$ cat config.mk
export PLATFORM = sky130hd
export DESIGN_NAME = xillybus_seekable_regfile_16
export DESIGN_NICKNAME = d
export VERILOG_FILES = /design/src/rtl/xillybus_seekable_regfile_16.sv
export SDC_FILE = /design/constraint.sdc
export NUM_CORES = 2
export LEC_CHECK = 0
export BUFFER_PORTS_ARGS = -buffer_cell sky130_fd_sc_hd__buf_2
export CAP_MARGIN = 10
export CORE_MARGIN = 4
export CORE_UTILIZATION = 56
export CTS_CLUSTER_DIAMETER = 200
export DETAILED_ROUTE_END_ITERATION = 7
export PLACE_DENSITY_LB_ADDON = 0.05
export SYNTH_ARGS = -nofsm -noshare
export SYNTH_HDL_FRONTEND = slang
export SYNTH_SLANG_ARGS = --single-unit
$ cat constraint.sdc
create_clock -name bus_clk_i -period 25.7 [get_ports bus_clk_i]
set_clock_uncertainty 0.15 [all_clocks]
set_input_delay 2.57 -clock bus_clk_i [delete_from_list [all_inputs] [get_ports bus_clk_i]]
set_output_delay 2.57 -clock bus_clk_i [all_outputs]
set_load 0.05 [all_outputs]
$ cat src/rtl/xillybus_seekable_regfile_16.sv
// ---------------------------------------------------------------------------
// xillybus_seekable_regfile_16
//
// User-side responder for one 16-bit seekable Xillybus stream pair. The write
// stream and the read stream share one seek address. Words written by the
// host land in a register file. Host reads return those words. The register
// file is exported flat, so the acquisition logic can use it as a control
// register bank.
//
// Ports (all logic runs on the rising edge of bus_clk_i):
//   bus_clk_i        Xillybus user clock
//   reset_i          asynchronous, active-high reset
//   w_wren_i         host write strobe, w_data_i accepted this cycle
//   w_data_i         host write data
//   w_full_o         always 0, writes never stall
//   w_open_i         write file open (informational only)
//   r_rden_i         host read strobe, data valid the next cycle
//   r_data_o         registered read data
//   r_empty_o        no readable word at the read pointer
//   r_eof_o          end-of-file to host (empty while the read file is open)
//   r_open_i         read file open
//   addr_i           seek address from the Xillybus core
//   addr_update_i    one-cycle pulse that loads addr_i into both pointers
//   regs_flat_o      all registers, register k at [16k+15:16k]
//   reg_wr_strobe_o  bit k pulses for one cycle after register k is written
// ---------------------------------------------------------------------------
module xillybus_seekable_regfile_16 #(
  parameter int          NREGS     = 32,
  parameter int          ADDR_W    = 16,
  parameter logic [15:0] RESET_VAL = 16'h0000
) (
  input  logic                  bus_clk_i,
  input  logic                  reset_i,
  input  logic                  w_wren_i,
  input  logic [15:0]           w_data_i,
  output logic                  w_full_o,
  input  logic                  w_open_i,
  input  logic                  r_rden_i,
  output logic [15:0]           r_data_o,
  output logic                  r_empty_o,
  output logic                  r_eof_o,
  input  logic                  r_open_i,
  input  logic [ADDR_W-1:0]     addr_i,
  input  logic                  addr_update_i,
  output logic [NREGS*16-1:0]   regs_flat_o,
  output logic [NREGS-1:0]      reg_wr_strobe_o
);

  // Index width into the register file. It is at least one bit, so a
  // single-register build still has a legal index.
  localparam int IDX_W = (NREGS > 1) ? $clog2(NREGS) : 1;

  // A pointer parks at this value and does not wrap back into the register
  // file. A long stream past the end therefore cannot silently overwrite
  // register 0.
  localparam logic [ADDR_W-1:0] PTR_MAX = '1;

  logic [15:0]       regs_q [NREGS];
  logic [ADDR_W-1:0] wrPtr_q, wrPtr_d;
  logic [ADDR_W-1:0] rdPtr_q, rdPtr_d;
  logic [15:0]       rData_q, rData_d;
  logic [NREGS-1:0]  wrStrobe_q, wrStrobe_d;

  logic [ADDR_W-1:0] wrTarget;
  logic [ADDR_W-1:0] rdAddr;
  logic              wrHit;
  logic              rdHit;
  logic [IDX_W-1:0]  wrIdx;
  logic [IDX_W-1:0]  rdIdx;

  // True when an address falls inside the register file. The compare is done
  // at 32 bits, so NREGS never gets truncated to the pointer width.
  function automatic logic inRange(input logic [ADDR_W-1:0] a);
    return 32'(a) < 32'(NREGS);
  endfunction

  // Increment a pointer. The result saturates at the all-ones address.
  function automatic logic [ADDR_W-1:0] satInc(input logic [ADDR_W-1:0] a);
    return (a == PTR_MAX) ? a : a + ADDR_W'(1);
  endfunction

  // Write side. A seek pulse in the same cycle as a write redirects that
  // write to the new address. Out-of-range words are dropped, but they
  // still advance the pointer. The host then sees a normal stream that
  // simply stops storing data.
  always_comb begin
    wrTarget   = addr_update_i ? addr_i : wrPtr_q;
    wrHit      = w_wren_i && inRange(wrTarget);
    wrIdx      = wrTarget[IDX_W-1:0];
    wrPtr_d    = wrTarget;
    wrStrobe_d = '0;
    if (w_wren_i) begin
      wrPtr_d = satInc(wrTarget);
    end
    if (wrHit) begin
      wrStrobe_d[wrIdx] = 1'b1;
    end
  end

  // Read side. A seek pulse in the same cycle as a read redirects that read.
  // A read strobe while empty is a host protocol violation. It returns zero
  // and leaves the pointer in place. The data comes from the register state
  // before this edge, so a read that collides with a write to the same index
  // returns the old value.
  always_comb begin
    rdAddr  = addr_update_i ? addr_i : rdPtr_q;
    rdHit   = r_rden_i && inRange(rdAddr);
    rdIdx   = rdAddr[IDX_W-1:0];
    rdPtr_d = rdAddr;
    rData_d = rData_q;
    if (rdHit) begin
      rdPtr_d = satInc(rdAddr);
      rData_d = regs_q[rdIdx];
    end else if (r_rden_i) begin
      rData_d = 16'h0000;
    end
  end

  // Register file storage. Reset returns every register to RESET_VAL at
  // once, even in the middle of a host burst.
  always_ff @(posedge bus_clk_i or posedge reset_i) begin
    if (reset_i) begin
      for (int k = 0; k < NREGS; k++) begin
        regs_q[k] <= RESET_VAL;
      end
    end else if (wrHit) begin
      regs_q[wrIdx] <= w_data_i;
    end
  end

  // Pointers, read data and the write strobe. A read still in flight when
  // reset arrives is discarded.
  always_ff @(posedge bus_clk_i or posedge reset_i) begin
    if (reset_i) begin
      wrPtr_q    <= '0;
      rdPtr_q    <= '0;
      rData_q    <= 16'h0000;
      wrStrobe_q <= '0;
    end else begin
      wrPtr_q    <= wrPtr_d;
      rdPtr_q    <= rdPtr_d;
      rData_q    <= rData_d;
      wrStrobe_q <= wrStrobe_d;
    end
  end

  // Flatten the register file for the acquisition logic.
  for (genvar g = 0; g < NREGS; g++) begin : gFlat
    assign regs_flat_o[16*g +: 16] = regs_q[g];
  end

  // Opening or closing a file leaves all state alone, because the host
  // re-seeks after every open. Only the read side needs r_open_i, to
  // qualify EOF.
  logic unusedWOpen;
  assign unusedWOpen = w_open_i;

  assign w_full_o        = 1'b0;
  assign r_data_o        = rData_q;
  assign r_empty_o       = !inRange(rdPtr_q);
  assign r_eof_o         = r_empty_o && r_open_i;
  assign reg_wr_strobe_o = wrStrobe_q;

endmodule

**After elaboration in Yosys (flattened, before gate mapping)**

Index checks and enable logic that the tools add are counted.

- Word-level logic and storage cells: 74
- Output and inout port bits: 563
- Input bits: 39
- Register bits after elaboration: 592

- Eq/ne operators: 2
- Add/sub/neg operators: 2
- $lt $le $gt $ge: 8
- Muxes and demuxes: 17
- Bitwise gates (word level): 2
- Reductions and logical operators: 7

Operators by type and width:

| kind | count |
|---|---|
| 512-bit bitwise mux | 1 |
| 16-bit two-way mux | 11 |
| 16-bit binary-select mux with 5-bit select | 1 |
| 16-bit demux with 5-bit select | 1 |
| 16-bit by 6-bit < comparator with 1-bit output (second input constant) | 3 |
| 16-bit by 1-bit adder with 16-bit output (second input constant) | 2 |
| 16-bit == test (second input constant) | 2 |
| 32-bit two-way mux | 1 |
| 6-bit >= comparator (second input constant) | 2 |
| 5-bit inverter with 6-bit output | 2 |
| 5-bit by 6-bit < comparator with 1-bit output (second input constant) | 1 |
| 6-bit by 1-bit < comparator with 1-bit output (second input constant) | 1 |
| 1-bit demux with 5-bit select | 1 |
| 5-bit by 1-bit >= comparator with 1-bit output (second input constant) | 1 |
| 1-bit logical AND | 5 |
| 2-bit nonzero test | 1 |
| 1-bit zero test | 1 |
| 1-bit two-way mux | 1 |

**Logic depth before layout (Yosys ltp)**

- Depth in word-level cells: 7
- Gate-level depth with buffers: 17
- Mapped depth without buffers: 10

**Least setup slack after synthesis**

Ideal clock, no wire load.

- Path kind: input to register
- Start: input addr_update_i
- End: register wrPtr_q[4]
- Setup time: 0.142 ns
- Data required time: 25.408 ns
- Setup slack: 19.904 ns
- Stages on the path: 17
- Arrival: 5.504 ns
- Buffers on the path: 7
- Cells stage by stage: buf_4 > buf_6 > inv_1 > buf_2 > buf_2 > buf_2 > a21boi_0 > inv_1 > ha_1 > clkbuf_1 > inv_1 > nor4b_1 > a41oi_2 > and2_0 > clkbuf_1 > a21oi_1 > a21oi_1

- Word-level cells in the longest chain between the ends: 4
- Elaborated cells on any way between the ends: 5
- Classes of those cells: add/sub: 1; eq/ne: 1; mux: 3

RTL lines:

| what | line | source |
|---|---|---|
| start, declared | 44 | `input logic addr_update_i,` |
| 16-bit two-way mux * | 87 | `wrTarget = addr_update_i ? addr_i : wrPtr_q;` |
| 16-bit by 1-bit adder with 16-bit output / 16-bit == test (equally long branches) | 79 | `return (a == PTR_MAX) ? a : a + ADDR_W'(1);` |
| 16-bit two-way mux | 79 |  |
| 16-bit two-way mux * | 92 | `if (w_wren_i) begin` |
| via wrPtr_d[4] | 59 | `logic [ADDR_W-1:0] wrPtr_q, wrPtr_d;` |
| end signal, assigned | 140 | `wrPtr_q <= wrPtr_d;` |
| end, declared | 59 |  |

Mark *: on every way through the listed nets, which the timed path passes. The rest lies on a longest branch.
A chain may end at the register's enable or synchronous reset.

**Worst setup path after layout**

- Start: input addr_update_i
- End: register wrPtr_q[6]

Same word-level chain as after synthesis.

==> out/results.env <==
TIGHTEST_SLEW_PS=1190
DIODES=0
NUMPORTBUFFERS=599
DESIGN.DIE.AREA_UM2=56800
WORST_REG2REG_ENDPOINT='r_data_o[7]'
WORST_HOLD_PATH_TYPE='reg -> reg'
MAX_CAP_VIOLATIONS=0
ANTENNA_LEFT=0
CTS_ROOT_BUF='sky130_fd_sc_hd__clkbuf_16'
NUM_VIAS=24500
ROUTED_WIRELENGTH_UM=114000
CLOCK_INSERTION_DELAY_WORST_SKEW_PS=600
CRITPATHKIND='in -> reg'
PATH_DELAY_FAMILY='buffers and inverters'
ANTENNA_FOUND_INITIAL=3
YOSYS.CELL_TYPES.COUNT=79
POST_CTS_HOLD_BUFFER_COUNT=0
FINAL_HOLD_FAILS=0
POST_SYNTH_TOP_AREA_CELL='sky130_fd_sc_hd__dfrtp_1'
SETUP-TNS-FINAL_PS=0
MIN_DELAY_PATH_DEPTH=2
POSTCTSSETUPBUFFERS=0
GRT.OVERFLOW.TOTAL=0
LAYOUTNONFILLERINSTCOUNT=3761
TRITONCTS_CLOCK_TREE='done'
ROWS=84
HOLDPATHEND='r_data_o[14]'
CRITICAL_PATH.STARTPOINT_TYPE='input pin'
SYNTH_TOP_CELLS_BY_AREA='sky130_fd_sc_hd__dfrtp_1 50%, sky130_fd_sc_hd__mux2_2 16%, sky130_fd_sc_hd__mux2_4 4.5%'
POSTSYNTHREGISTERBITS=592
SYNTHDOMINANTCELLAREASHARE_PCT=49.8
DETAILEDPLACEMENTHPWL_UM=76600
MULTI_INPUT_AREA_UM2=13600
COUNT_OF_ROUTING_VIOLATIONS_AFTER_THE_OPENING_DETAILED_ROUTE_ITERATION=2298
RSZ_0062_RAISED_AFTER_GLOBAL_ROUTING='false'
WORST_EP_ARRIVAL_TIME_PS=6820
CRITICAL_PATH.REG2REG.STARTPOINT='rdPtr_q[1]'
ROUTEDWLPERCELL_UM=30.2
CPPEAKSTAGEDELAY_PS=810
GRT_BUSIEST_LAYER='met2'
CTS_INSERTED_BUFFERS=67
POST_SYNTH_EDFFS=0
SYNTHESIS.INSTANCES=2528
ASYNC_RESET_FF_SHARE_PCT=100
R2R.WORST_PATH.CELLS=8
GRT_UTIL_ALL_LAYERS_PCT=38.8
WORST_EP_REQUIRED_TIME_PS=26060
POWER_PER_STANDARD_CELL_AREA_nW_PER_UM2=61.3
GRTUSAGEMET1_PCT=52.5
HTREE_DEPTH=3
MOST_FREQUENT_CP_CELL='sky130_fd_sc_hd__inv_1'
SYN-MEAN-INSTANCE-AREA_UM2=11.8
LEAKAGE_nW=18.2
AREA_DELTA_SYNTH_FINAL_PCT=17.7
CRITICAL_PATH_BUF_INV_COUNT=6
FMAXACHIEVABLE_MHz=155
DRCVIOLATIONCOUNT=0
ROUTED_VIA_DENSITY=6.53
FINAL_MIN_PERIOD_OVER_CLOCK_PERIOD_PCT=25.1
REGISTER_AREA_UM2=14800
NUMBER_OF_NETS_IN_THE_FINISHED_DESIGN=3066
SYNTH.TOP_CELLS.BY_COUNT='592 x sky130_fd_sc_hd__dfrtp_1, 413 x sky130_fd_sc_hd__mux2_2, 224 x sky130_fd_sc_hd__nand2_1, 173 x sky130_fd_sc_hd__a21oi_1, 112 x sky130_fd_sc_hd__clkbuf_1'
CLOCK_PATH_BUFFERS=3
POSTSYNTHNETCOUNT=2572
PLACE.GP.CONGESTION=0.923
FINAL_SETUP_VIOLATING_ENDPOINTS=0
PATH_MAX_FANOUT=87
VIAS_IN_THE_FIRST_GLOBAL_ROUTE=23800
IR_DROP_uV=51.7
POST_CTS_RESIZE_COUNT=0
LAYOUT-DRIVE-GT1-SHARE_PCT=42.8
SYNTH_SEQUENTIAL_AREA_RATIO_PCT=49.8
YS.WARNINGS.COUNT=0
TIMING.SLEW.HEADROOM_PCT=18.9
LAYOUT.CORE_UTILIZATION_PCT=66.6
CPMAXSTAGEDELAYCELL='sky130_fd_sc_hd__buf_4'
DESIGN_POWER_TOTAL_mW=2.15
GRT_PASS1_WL_UM=165000
SLEW_VIOLS_FINAL=0
REG2REG_SETUP_SLACK_PS=21520
GRT_MAX_DEGREE=103
GRT_UTIL_MET2_PCT=59.4
TOP_LEVEL_PORTS=602
ENDPOINT_TYPE_OF_THE_WORST_SETUP_PATH='register'
FP.DIEH_UM=238
YS_DOMINANT_REG_CELL='sky130_fd_sc_hd__dfrtp_1'
CTS.SINK_COUNT=592
PATH_CLK_SLEW_PS=60
FIN_CRIT_PS=6460
FLOORPLAN.CORE_AREA_UM2=52600
YOSYS.CELL_COUNT.TOP_TYPE='sky130_fd_sc_hd__dfrtp_1'
PLACEDCELLCOUNT=3641
HOLD_PATH.STARTPOINT='r_data_o[14]'
START_UTIL_PCT=56.6
USE_MET3_PCT=11.3
CELL_CHAIN_OF_THE_CRITICAL_PATH='buf_6 > buf_4 > inv_1 > buf_4 > a21boi_0 > inv_1 > ha_1 > inv_1 > nor4b_1 > a41oi_2 > and2_0 > nand3_1 > xnor2_1'
DRT_FIRST_PASS_ITERS=7
FILLER_CELL_COUNT=4142
DIE_WIDTH_UM=238
STATUS='complete, no violations'
POST_SYNTH_INSTANCE_AREA_UM2=29700
## flip-flops by register name (all words and copies together) (netlist names)
signal           count
r_data_o            16
regs_flat_o        512
wrPtr_q             16
rdPtr_q             16
reg_wr_strobe_o     32
## power by group
group          internal, mW  total, mW  switching, mW
clock                 0.569      0.970          0.401
sequential            0.939      0.945        0.00533
combinational        0.0570      0.232          0.175
total                  1.57       2.15          0.581
## metal layers
layer | wire length [µm] | share of wire (%) | up-vias
li1 | - | - | 10200
met1 | 44300 | 39 | 12600
met2 | 51400 | 45 | 1444
met3 | 12300 | 11 | 287
met4 | 5560 | 4.9 | 6
met5 | 39 | 0.034 | -
## cells by family (layout without fill, tap and decap cells)
| logic type | count (synthesis) | after routing | share of synthesized area, % |
|---|---|---|---|
| DFF | 592 | 592 | 49.8 |
| muxes | 568 | 568 | 23.2 |
| and+or+nand+nor | 566 | 566 | 10.3 |
| AOI/OAI and AO/OA | 508 | 508 | 11.3 |
| buffers and inverters | 273 | 818 | 4.73 |
| xor gates and xnor gates | 15 | 15 | 0.442 |
| adders and majority gates | 5 | 5 | 0.210 |
| other | 1 | 1 | 0.0126 |
## cell type report
type	instances	area share, %
flip-flops and latches	592	42.3
well taps	688	2.46
repair buffers	639	9.44
clock buffers	100	5.69
multi-input cells	1663	38.8
clock inverters	20	0.618
inverters	59	0.658
## through the flow
stage          worst slack [ps]  hold slack (ps)  cell area [µm²]
4_1_cts                   19390              330            35000
5_1_grt                   19030              365            35000
3_5_place_dp              18760              313            32800
2_1_floorplan              6410              312            29700
6_report                  19240              333            35000
3_3_place_gp              18890              313            32800
## how the worst max path moves through the flow
stage	slack, ps	cells past startpoint	start	endpoint
2_1_floorplan	6410	1	reset_i	r_data_o[0]
3_3_place_gp	18890	13	addr_update_i	wrPtr_q[6]
3_5_place_dp	18760	13	addr_update_i	wrPtr_q[6]
4_1_cts	19390	13	addr_update_i	wrPtr_q[6]
5_1_grt	19030	13	addr_update_i	wrPtr_q[6]
6_report	19240	13	addr_update_i	wrPtr_q[6]
## worst min-delay path, delay by kind of cell, from the launching register on
| family | cells | cell delay, ps |
|---|---|---|
| AO/OA/AOI/OAI | 1 | 50 |
| flip-flops | 1 | 340 |
| AND/OR/NAND/NOR | 1 | 50 |
## layout by cell type, fill, tap and decap left out, types with 46 or more instances in the layout
cell type / netlist / final
sky130_fd_sc_hd__mux2_4: 90 / 91
sky130_fd_sc_hd__nand2b_1: 52 / 52
sky130_fd_sc_hd__dfrtp_1: 592 / 590
sky130_fd_sc_hd__clkbuf_16: 0 / 68
sky130_fd_sc_hd__a21oi_1: 173 / 173
sky130_fd_sc_hd__o21ai_0: 46 / 46
sky130_fd_sc_hd__nand3_1: 109 / 109
sky130_fd_sc_hd__inv_1: 58 / 54
sky130_fd_sc_hd__a211oi_1: 74 / 74
sky130_fd_sc_hd__nand2_1: 224 / 224
sky130_fd_sc_hd__buf_2: 53 / 598
sky130_fd_sc_hd__mux2_2: 413 / 412
Note: power is estimated with default switching activity, not from simulation.
